File: src/rtl/bp_softcore_mem_arbiter.sv
// Two-requester (mem/io) front end for one downstream memory port: round-robin command
// grant with zero-cycle forwarding, in-order response steering via a source-tag FIFO.
module bp_softcore_mem_arbiter #(
  parameter int msg_width_p    = 128,
  parameter int tag_fifo_els_p = 4
) (
  input  logic                                clk_i,
  input  logic                                reset_i,
  input  logic [msg_width_p-1:0]              mem_cmd_i,
  input  logic                                mem_cmd_v_i,
  output logic                                mem_cmd_ready_o,
  input  logic [msg_width_p-1:0]              io_cmd_i,
  input  logic                                io_cmd_v_i,
  output logic                                io_cmd_ready_o,
  output logic [msg_width_p-1:0]              mem_resp_o,
  output logic                                mem_resp_v_o,
  input  logic                                mem_resp_yumi_i,
  output logic [msg_width_p-1:0]              io_resp_o,
  output logic                                io_resp_v_o,
  input  logic                                io_resp_yumi_i,
  output logic [msg_width_p-1:0]              cmd_o,
  output logic                                cmd_v_o,
  input  logic                                cmd_ready_i,
  input  logic [msg_width_p-1:0]              resp_i,
  input  logic                                resp_v_i,
  output logic                                resp_yumi_o,
  output logic [$clog2(tag_fifo_els_p):0]     outstanding_o
);

  localparam int ptr_w = $clog2(tag_fifo_els_p);
  localparam int cnt_w = ptr_w + 1;

  logic             prio_reg;
  logic             tag_mem [tag_fifo_els_p];
  logic [cnt_w-1:0] wr_ptr_reg, rd_ptr_reg;
  logic [cnt_w-1:0] count;
  logic             fifo_full, fifo_empty;
  logic             winner, prio_valid, any_valid;
  logic             head;
  logic             push, pop;

  // Pointers carry one extra wrap bit so full and empty are distinguishable.
  assign count      = wr_ptr_reg - rd_ptr_reg;
  assign fifo_full  = (count == cnt_w'(tag_fifo_els_p));
  assign fifo_empty = (count == '0);
  assign head       = tag_mem[rd_ptr_reg[ptr_w-1:0]];

  always_comb begin
    prio_valid = prio_reg ? io_cmd_v_i : mem_cmd_v_i;
    winner     = prio_valid ? prio_reg : ~prio_reg;
  end

  assign any_valid = mem_cmd_v_i | io_cmd_v_i;

  assign cmd_o           = winner ? io_cmd_i : mem_cmd_i;
  assign cmd_v_o         = ~reset_i & any_valid & ~fifo_full;
  assign mem_cmd_ready_o = ~reset_i & mem_cmd_v_i & ~winner & cmd_ready_i & ~fifo_full;
  assign io_cmd_ready_o  = ~reset_i & io_cmd_v_i  &  winner & cmd_ready_i & ~fifo_full;
  assign push            = cmd_v_o & cmd_ready_i;

  assign mem_resp_o   = resp_i;
  assign io_resp_o    = resp_i;
  assign mem_resp_v_o = ~reset_i & resp_v_i & ~fifo_empty & ~head;
  assign io_resp_v_o  = ~reset_i & resp_v_i & ~fifo_empty &  head;
  assign resp_yumi_o  = ~reset_i & ~fifo_empty & (head ? io_resp_yumi_i : mem_resp_yumi_i);
  assign pop          = resp_yumi_o;

  assign outstanding_o = reset_i ? '0 : count;

  always_ff @(posedge clk_i) begin
    if (reset_i) begin
      prio_reg   <= 1'b0;
      wr_ptr_reg <= '0;
      rd_ptr_reg <= '0;
    end else begin
      if (push) begin
        wr_ptr_reg <= wr_ptr_reg + 1'b1;
        prio_reg   <= ~winner;
      end
      if (pop) begin
        rd_ptr_reg <= rd_ptr_reg + 1'b1;
      end
    end
  end

  // Tag storage needs no reset: entries are only read while the pointers say valid.
  always_ff @(posedge clk_i) begin
    if (push) begin
      tag_mem[wr_ptr_reg[ptr_w-1:0]] <= winner;
    end
  end

  // A response with nothing outstanding means the downstream is out of sync.
  assert property (@(posedge clk_i) disable iff (reset_i) !(resp_v_i && fifo_empty))
    else $warning("resp_v_i asserted with no outstanding command");

endmodule

File: config.mk
export PLATFORM = sky130hd
export DESIGN_NAME = bp_softcore_mem_arbiter
export DESIGN_NICKNAME = d
export VERILOG_FILES = /design/src/rtl/bp_softcore_mem_arbiter.sv
export SDC_FILE = /design/constraint.sdc
export NUM_CORES = 1
export LEC_CHECK = 0
export ABC_CLOCK_PERIOD_IN_PS = 2300
export BUFFER_PORTS_ARGS = -buffer_cell sky130_fd_sc_hd__buf_2
export CORE_AREA = 10 10 297 299
export CTS_BUF_LIST = sky130_fd_sc_hd__clkbuf_16
export CTS_CLUSTER_DIAMETER = 60
export DETAILED_ROUTE_END_ITERATION = 6
export DIE_AREA = 0 0 307 309
export SYNTH_ARGS = -nofsm -noshare
export SYNTH_HDL_FRONTEND = slang
export SYNTH_SLANG_ARGS = --single-unit
File: constraint.sdc
create_clock -name clk_i -period 2.3 [get_ports clk_i]
set_input_delay 0.115 -clock clk_i [delete_from_list [all_inputs] [get_ports clk_i]]
set_output_delay 0.115 -clock clk_i [all_outputs]
set_load 0.1 [all_outputs]
==> out/results.tsv, run 1 <==
stage	metric	value	unit
global_route	grt_pass1_wl	48.78	mm
detailed_routing	drt_pass1_iterations	4	
logic_synthesis	yosysSeqAreaShare	0.07145	
power_and_ir_drop	clkPwrFrac	0.061	
worst_setup_path	worstRegToRegCells	9	
clock_tree	cts_max_level	1	
clock_tree	clkLatencyLatePin	0.24	ns
timing	hold_viol_final	0	
global_route	overflow	0	
final_layout	multi_input_area	1973	um2
global_route	grt_max_degree	69	
place	dpl_cell_area	6000	um2
logic_synthesis	ys_warn_count	0	
clock_tree	clock_path_buffers	2	
final_layout	utilization	0.07550	
global_route	grt_use_total	0.08020	
worst_hold_path	hp-class	in2reg	
worst_setup_path	end_kind	primary output	
place	dp_hpwl	39.01	mm
final_layout	final_area	6180	um2
timing	worst_slack	0.07176	ns
logic_synthesis	synth_top_family_by_area	buffers and inverters	
logic_synthesis	ys.flop_type	dfxtp_1	
final_layout	finalNonFillerCells	1690	
power_and_ir_drop	power	5.385	mW
floorplan	ios	785	
final_layout	fin_nets	1018	
timing	tightestPinTransition	0.6307	ns
global_route	grt_pass1_vias	4265	
flow_run	maxCapViolations	0	
timing	skew	0.004227	ns
timing	tns	0	ns
worst_setup_path	start_kind	flop	
power_and_ir_drop	switchingPower	3.672	mW
logic_synthesis	synth.distinct_cells	35	
global_route	antenna_found_initial	36	
timing	drv_slew	0	
logic_synthesis	synth_area	4203	um2
logic_synthesis	muxShareOfSynthArea	0.3614	
floorplan	dieArea	94860	um2
floorplan	die_w	307	um
worst_setup_path	cp_max_fo	3	
timing	period_needed	2.228	ns
logic_synthesis	synthSimpleGateAreaFrac	0.03364	
detailed_routing	drtIter0Drc	108	
logic_synthesis	synth_nets	875	
logic_synthesis	synth_edf_count	4	
power_and_ir_drop	comb_power_share	0.881	
worst_setup_path	required	2.18	ns
worst_hold_path	hp-start	mem_cmd_v_i	
worst_setup_path	worstReg2RegEnd	rd_ptr_reg[0]$_SDFFE_PP0P_	
worst_setup_path	cpLargestDelayFamily	adder cells	
logic_synthesis	synth_area_leader_cell	buf_4	
clock_tree	cts_tree	yes	
detailed_routing	ant_nets	0	
timing	clock.fmax	448.8	MHz
place	post-place-ws	0.05981	ns
clock_tree	root_buffer	clkbuf_16	
timing	relSlewSlack	0.5824	
detailed_routing	wl_per_cell	24.24	um
power_and_ir_drop	vdd_drop_max	0.3156	mV
power_and_ir_drop	sequentialPowerShare	0.058	
clock_tree	cts_buffers	3	
logic_synthesis	synth_cells	476	
logic_synthesis	ys_seq_elements	13	
timing	rsz0062_at_grt	no	
logic_synthesis	avgSynthCellArea	8.829	um2
logic_synthesis	async_flop_share	0	
floorplan	core_area	81850	um2
worst_setup_path	cp_common_cell	inv_2	
logic_synthesis	ys_top_cells_by_area	buf_4 (46%), mux2_1 (26%), mux2_2 (8.0%)	
logic_synthesis	synth_top_area_frac	0.4573	
place	gp_congestion	0.8374	
clock_tree	path_clk_slew	0.05	ns
logic_synthesis	synthAdderAreaFrac	0.02263	
final_layout	drive_gt1_frac	0.7605	
place	dp.cells	1679	
logic_synthesis	synth_compound_area_frac	0.01876	
worst_setup_path	worstSetupPathType	reg2out	
floorplan	die_h	309	um
worst_setup_path	cp_cell_sequence	inv_2, ha_4, inv_2, fa_2, nand2b_4, o21ai_4, buf_4, nor3_4, buf_12	
final_layout	area_delta_synth_final	47.04	%
outcome	status	completed	
worst_setup_path	cp_num_buf_inv	4	
worst_setup_path	worstPathArrival	2.11	ns
power_and_ir_drop	leakage	2.637	nW
final_layout	fill_cells	9521	
timing	period_share	0.9688	
floorplan	core.rowCount	105	
worst_setup_path	worst-path-stages	9	
worst_setup_path	critPathLaunch	wr_ptr_reg[0]$_SDFFE_PP0P_	
power_and_ir_drop	intPower	1.713	mW
worst_setup_path	cp_slowest_stage_delay	0.54	ns
detailed_routing	wl	40.97	mm
timing	hold_ws	0.2261	ns
worst_setup_path	cp_slowest_cell	fa_2	
power_and_ir_drop	powerDensity	871.5	nW/um2
timing	final-setup-viol-count	0	
worst_setup_path	r2r_slack	0.28	ns
worst_setup_path	cp-endpoint	io_cmd_ready_o	
place	io_buffers	400	
detailed_routing	vias	3902	
clock_tree	cts_hold_buf	0	
final_layout	seq_area	302.8	um2
logic_synthesis	synth-xor-area-share	0.007740	
detailed_routing	post-route-drc-count	0	
detailed_routing	vias_per_cell	2.309	
clock_tree	cts_sinks	13	
power_and_ir_drop	swShare	0.6819	
worst_setup_path	r2r_start	wr_ptr_reg[0]$_SDFFE_PP0P_	
floorplan	initial_core_util	0.05135	
-- layer usage --
| metal | vias up | share of wire | global-route usage |
|---|---|---|---|
| li1 | 1598 | - | - |
| met1 | 1583 | 0.27 | 0.06087 |
| met5 | - | 0.0021 | 0.004130 |
| met2 | 640 | 0.44 | 0.1307 |
| met3 | 69 | 0.27 | 0.09735 |
| met4 | 12 | 0.020 | 0.01225 |
-- synth_stat cells, types with 2 or more instances --
library cell  count
mux2_1           98
nand3_1           2
mux2i_1           4
inv_1             7
o21ai_1           3
edfxtp_1          4
nor2_1           10
buf_2            10
and2_1            3
nand2_1           3
buf_4           256
nor3_1            2
clkbuf_1          5
a21oi_1           2
inv_2             2
nand2b_1          4
ha_1              6
dfxtp_1           9
mux2_2           30
-- placed cells by master, fill, tap and decap left out, types with 2 or more instances in the layout --
master,Yosys,routed
dfxtp_2,0,2
nor3_4,0,2
edfxtp_1,4,4
and2_1,3,3
inv_1,7,6
mux2_1,98,98
mux2i_1,4,4
nand3_1,2,2
buf_12,0,25
dfxtp_1,9,7
a21oi_1,2,2
buf_4,256,8
ha_1,6,5
clkbuf_16,0,3
nand2b_1,4,3
buf_2,10,377
nand2_1,3,2
o21ai_4,0,2
inv_2,2,4
nor2_2,0,3
diode_2,0,2
nor2_1,10,6
mux2_2,30,30
-- power by group through the flow --
stage	Sequential [mW]	Combinational [mW]	Clock, mW
6_report	0.313	4.75	0.327
5_1_grt	0.316	4.93	0.342
3_3_place_gp	0.313	4.57	0
4_1_cts	0.310	4.77	0.324
2_1_floorplan	0.307	5.57	0
3_5_place_dp	0.313	4.59	0
-- worst min path at each step --
| stage | cells after the start | end |
|---|---|---|
| after floorplan | 2 | prio_reg$_SDFFE_PP0P_ |
| after global placement | 0 | io_resp_o[124] |
| after detailed placement | 0 | io_resp_o[124] |
| after CTS | 0 | io_resp_o[124] |
| after global routing | 0 | mem_resp_o[113] |
| final | 3 | prio_reg$_SDFFE_PP0P_ |
-- final cells by class --
cell class,instances,share of cell area
Clock buffer,3,0.01215
Antenna cell,2,0.0008099
Clock inverter,1,0.0006074
Timing Repair Buffer,410,0.3960
Tap cell,1070,0.2166
Sequential cell,13,0.04900
Inverter,9,0.005467
Multi-Input combinational cell,182,0.3193
-- cells by family (layout without fill, tap and decap cells) --
| family | count (synthesis) | in the layout |
|---|---|---|
| buffers and inverters | 281 | 423 |
| multiplexers | 134 | 134 |
| AND/OR/NAND/NOR | 28 | 28 |
| flip-flops | 13 | 13 |
| AO/OA/AOI/OAI | 11 | 11 |
| adder cells (fa/ha/maj) | 7 | 7 |
| XOR/XNOR | 2 | 2 |
| other | 0 | 2 |
-- timing repair --
action | 4_1_cts | 5_1_grt
resized for setup | 14 | 1
setup buffers | 4 | 1
pin swaps | 6 | 2
endpoints found under the setup margin | 5 | 8
-- worst min-delay path: cells and delay by family --
kind	cells	cell delay (ns)
AO/OA/AOI/OAI	1	0.06
AND/OR/NAND/NOR	1	0.09
buffers and inverters	1	0.14
No activity file was read; power rests on OpenSTA's default activity.
==> run 2, diff against run 1 <==
==> constraint.sdc (replaced) <==
create_clock -name clk_i -period 2.3 [get_ports clk_i]
set_input_delay 0.115 -clock clk_i [delete_from_list [all_inputs] [get_ports clk_i]]
set_output_delay 0.115 -clock clk_i [all_outputs]
set_load 0.05 [all_outputs]
==> run 2 against run 1 <==
Net effect:
- final area decreased by 4.9%
- first-iteration DRC count rose by 21%
- core utilization down 0.37 points
- clock skew down 0.0028 ns
- via count decreased by 0.31%
- sequential power is 3% lower
- register-to-register slack worse by 0.04 ns
- hold slack lost 0.028 ns
- maximum frequency increased by 0.39%
- non-clock buffer count is 3 higher
- combinational power down 36%
- routed wire length increased by 0.26%
==> out/results.tsv, run 2 (synthesis results as in run 1) <==
stage	metric	value	unit	change
worst_setup_path	cp-endpoint	io_resp_v_o		was io_cmd_ready_o
timing	hold_ws	0.1976	ns	was 0.2261 ns
floorplan	core_area	81850	um2	unchanged
timing	clock.fmax	450.5	MHz	was 448.8 MHz
power_and_ir_drop	sequentialPowerShare	0.083		was 0.058
floorplan	die_w	307	um	unchanged
global_route	grt_pass1_wl	48.58	mm	was 48.78 mm
worst_setup_path	worstReg2RegEnd	tag_mem[1]$_DFFE_PP_		was rd_ptr_reg[0]$_SDFFE_PP0P_
detailed_routing	vias_per_cell	2.299		was 2.309
clock_tree	path_clk_slew	0.05	ns	about the same
worst_setup_path	critPathLaunch	wr_ptr_reg[0]$_SDFFE_PP0P_		unchanged
final_layout	final_common_cell	buf_2		unchanged
floorplan	initial_core_util	0.05135		unchanged
timing	tightestPinTransition	0.3320	ns	was 0.6307 ns
final_layout	layout_common_cells	buf_2 (395), mux2_1 (98), mux2_2 (30)		was buf_2 (377), mux2_1 (98), mux2_2 (30)
clock_tree	cts_hold_buf	0		unchanged
place	io_buffers	400		unchanged
worst_setup_path	r2r_slack	0.24	ns	was 0.28 ns
worst_setup_path	worstRegToRegCells	8		was 9
timing	skew	0.001471	ns	was 0.004227 ns
clock_tree	cts_sinks	13		unchanged
final_layout	drive_gt1_frac	0.7504		was 0.7605
worst_hold_path	hold_depth	3		unchanged
power_and_ir_drop	switchingPower	2.193	mW	was 3.672 mW
worst_setup_path	end_kind	primary output		unchanged
clock_tree	root_buffer	clkbuf_16		unchanged
flow_run	maxCapViolations	0		unchanged
global_route	antenna_found_initial	23		was 36
worst_setup_path	worstPathArrival	2.10	ns	was 2.11 ns
power_and_ir_drop	intPower	1.497	mW	was 1.713 mW
floorplan	die_h	309	um	unchanged
floorplan	ios	785		unchanged
detailed_routing	drtIter0Drc	131		was 108
timing	final-setup-viol-count	0		unchanged
power_and_ir_drop	clkPwrFrac	0.088		was 0.061
detailed_routing	ant_nets	0		unchanged
global_route	grt_max_degree	43		was 69
global_route	overflow	0		unchanged
timing	period_share	0.9650		was 0.9688
clock_tree	cts_max_level	1		unchanged
place	gp_congestion	0.8642		was 0.8374
worst_setup_path	cp_max_fo	4		was 3
worst_setup_path	worstSetupPathType	reg2out		unchanged
detailed_routing	wl_per_cell	24.28	um	was 24.24 um
floorplan	core.rowCount	105		unchanged
global_route	grt_use_total	0.07981		was 0.08020
floorplan	dieArea	94860	um2	unchanged
worst_setup_path	required	2.18	ns	about the same
timing	relSlewSlack	0.7787		was 0.5824
detailed_routing	drt_pass1_iterations	4		unchanged
power_and_ir_drop	powerDensity	627.6	nW/um2	was 871.5 nW/um2
power_and_ir_drop	swShare	0.5942		was 0.6819
power_and_ir_drop	power	3.690	mW	was 5.385 mW
place	dp_hpwl	39.52	mm	was 39.01 mm
worst_setup_path	start_kind	flop		unchanged
timing	hold_viol_final	0		unchanged
worst_setup_path	cp_cell_sequence	inv_2, ha_1, inv_1, fa_2, xor3_2, a31oi_4, buf_6, and3_4, buf_8		was inv_2, ha_4, inv_2, fa_2, nand2b_4, o21ai_4, buf_4, nor3_4, buf_12
worst_setup_path	r2r_start	wr_ptr_reg[0]$_SDFFE_PP0P_		unchanged
global_route	grt_pass1_vias	4350		was 4,265
clock_tree	clkLatencyLatePin	0.24	ns	about the same
clock_tree	clock_path_buffers	2		unchanged
detailed_routing	post-route-drc-count	0		unchanged
outcome	status	completed		unchanged
clock_tree	cts_buffers	3		unchanged
final_layout	fin_nets	1021		was 1,018
detailed_routing	wl	41.08	mm	was 40.97 mm
timing	period_needed	2.220	ns	was 2.228 ns
power_and_ir_drop	comb_power_share	0.830		was 0.881
worst_hold_path	hp-class	in2reg		unchanged
clock_tree	cts_tree	yes		unchanged
worst_setup_path	cp_slowest_cell	dfxtp_2		was fa_2
worst_setup_path	cp_slowest_stage_delay	0.33	ns	was 0.54 ns
final_layout	area_delta_synth_final	39.89	%	was 47.04%
timing	drv_slew	0		unchanged
power_and_ir_drop	leakage	2.550	nW	was 2.637 nW
detailed_routing	vias	3890		was 3,902
power_and_ir_drop	vdd_drop_max	0.2371	mV	was 0.3156 mV
[run 2: cell count changes in the layout (fill, tap and decap cells not counted), sizes merged]
cell   change
diode      -1
buf        +3
[run 2: repair_timing]
item,CTS,global route
endpoints found under the setup margin,5,5
gates resized for setup,7,14
buffers inserted,1,1
pin swaps,1,1
[run 2: power groups by stage]
| stage | registers [mW] | clock network (mW) | logic (mW) |
|---|---|---|---|
| 2_1_floorplan | 0.307 | 0 | 3.27 |
| 3_3_place_gp | 0.307 | 0 | 2.93 |
| 3_5_place_dp | 0.308 | 0 | 2.95 |
| 4_1_cts | 0.304 | 0.328 | 3.01 |
| 5_1_grt | 0.309 | 0.343 | 3.23 |
| 6_report | 0.305 | 0.324 | 3.06 |
[run 2: worst min path at each step]
stage / start / end / slack [ns]
2_1_floorplan: mem_cmd_v_i / prio_reg$_SDFFE_PP0P_ / 0.28
3_3_place_gp: resp_i[31] / io_resp_o[31] / 0.23
3_5_place_dp: resp_i[31] / io_resp_o[31] / 0.23
4_1_cts: mem_cmd_v_i / prio_reg$_SDFFE_PP0P_ / 0.21
5_1_grt: mem_cmd_v_i / prio_reg$_SDFFE_PP0P_ / 0.21
6_report: mem_cmd_v_i / prio_reg$_SDFFE_PP0P_ / 0.20
[run 2: layout make-up]
type                            count  area (um2)
Fill cell                        9602       75970
Multi-Input combinational cell    182        1934
Clock buffer                        3       75.07
Sequential cell                    13       301.5
Timing Repair Buffer              413        2190
Antenna cell                        1       2.502
Tap cell                         1070        1339
Clock inverter                      1       3.754
Inverter                            9       33.78
[run 2: per-stage QoR]
step | cells | instance area (um2) | setup TNS, ns | util | setup WS (ns)
3_3_place_gp | 1685 | 5705 | 0 | 0.06971 | 0.1463
5_1_grt | 1691 | 5877 | -0.01349 | 0.07180 | -0.008991
6_report | 1692 | 5879 | 0 | 0.07183 | 0.08047
4_1_cts | 1690 | 5817 | -0.004214 | 0.07107 | -0.004214
3_5_place_dp | 1685 | 5705 | 0 | 0.06971 | 0.07237
2_1_floorplan | 476 | 4205 | -0.6127 | - | -0.3064
[run 2: metal layers]
metal / vias to the layer above / GRT usage / routed length [um]
met5: - / 0.009293 / 171
met4: 12 / 0.01089 / 647
met3: 48 / 0.1062 / 12180
met2: 644 / 0.1334 / 18530
met1: 1574 / 0.05250 / 9549
li1: 1612 / - / -
[run 2: worst max-delay path: cells and delay by family, from the launching register on]
family / cells / cell delay (ns)
simple gates: 1 / 0.18
flops: 1 / 0.33
buf+inv: 4 / 0.36
fa+ha+maj: 2 / 0.46
compound gates: 1 / 0.23
xor+xnor: 1 / 0.31
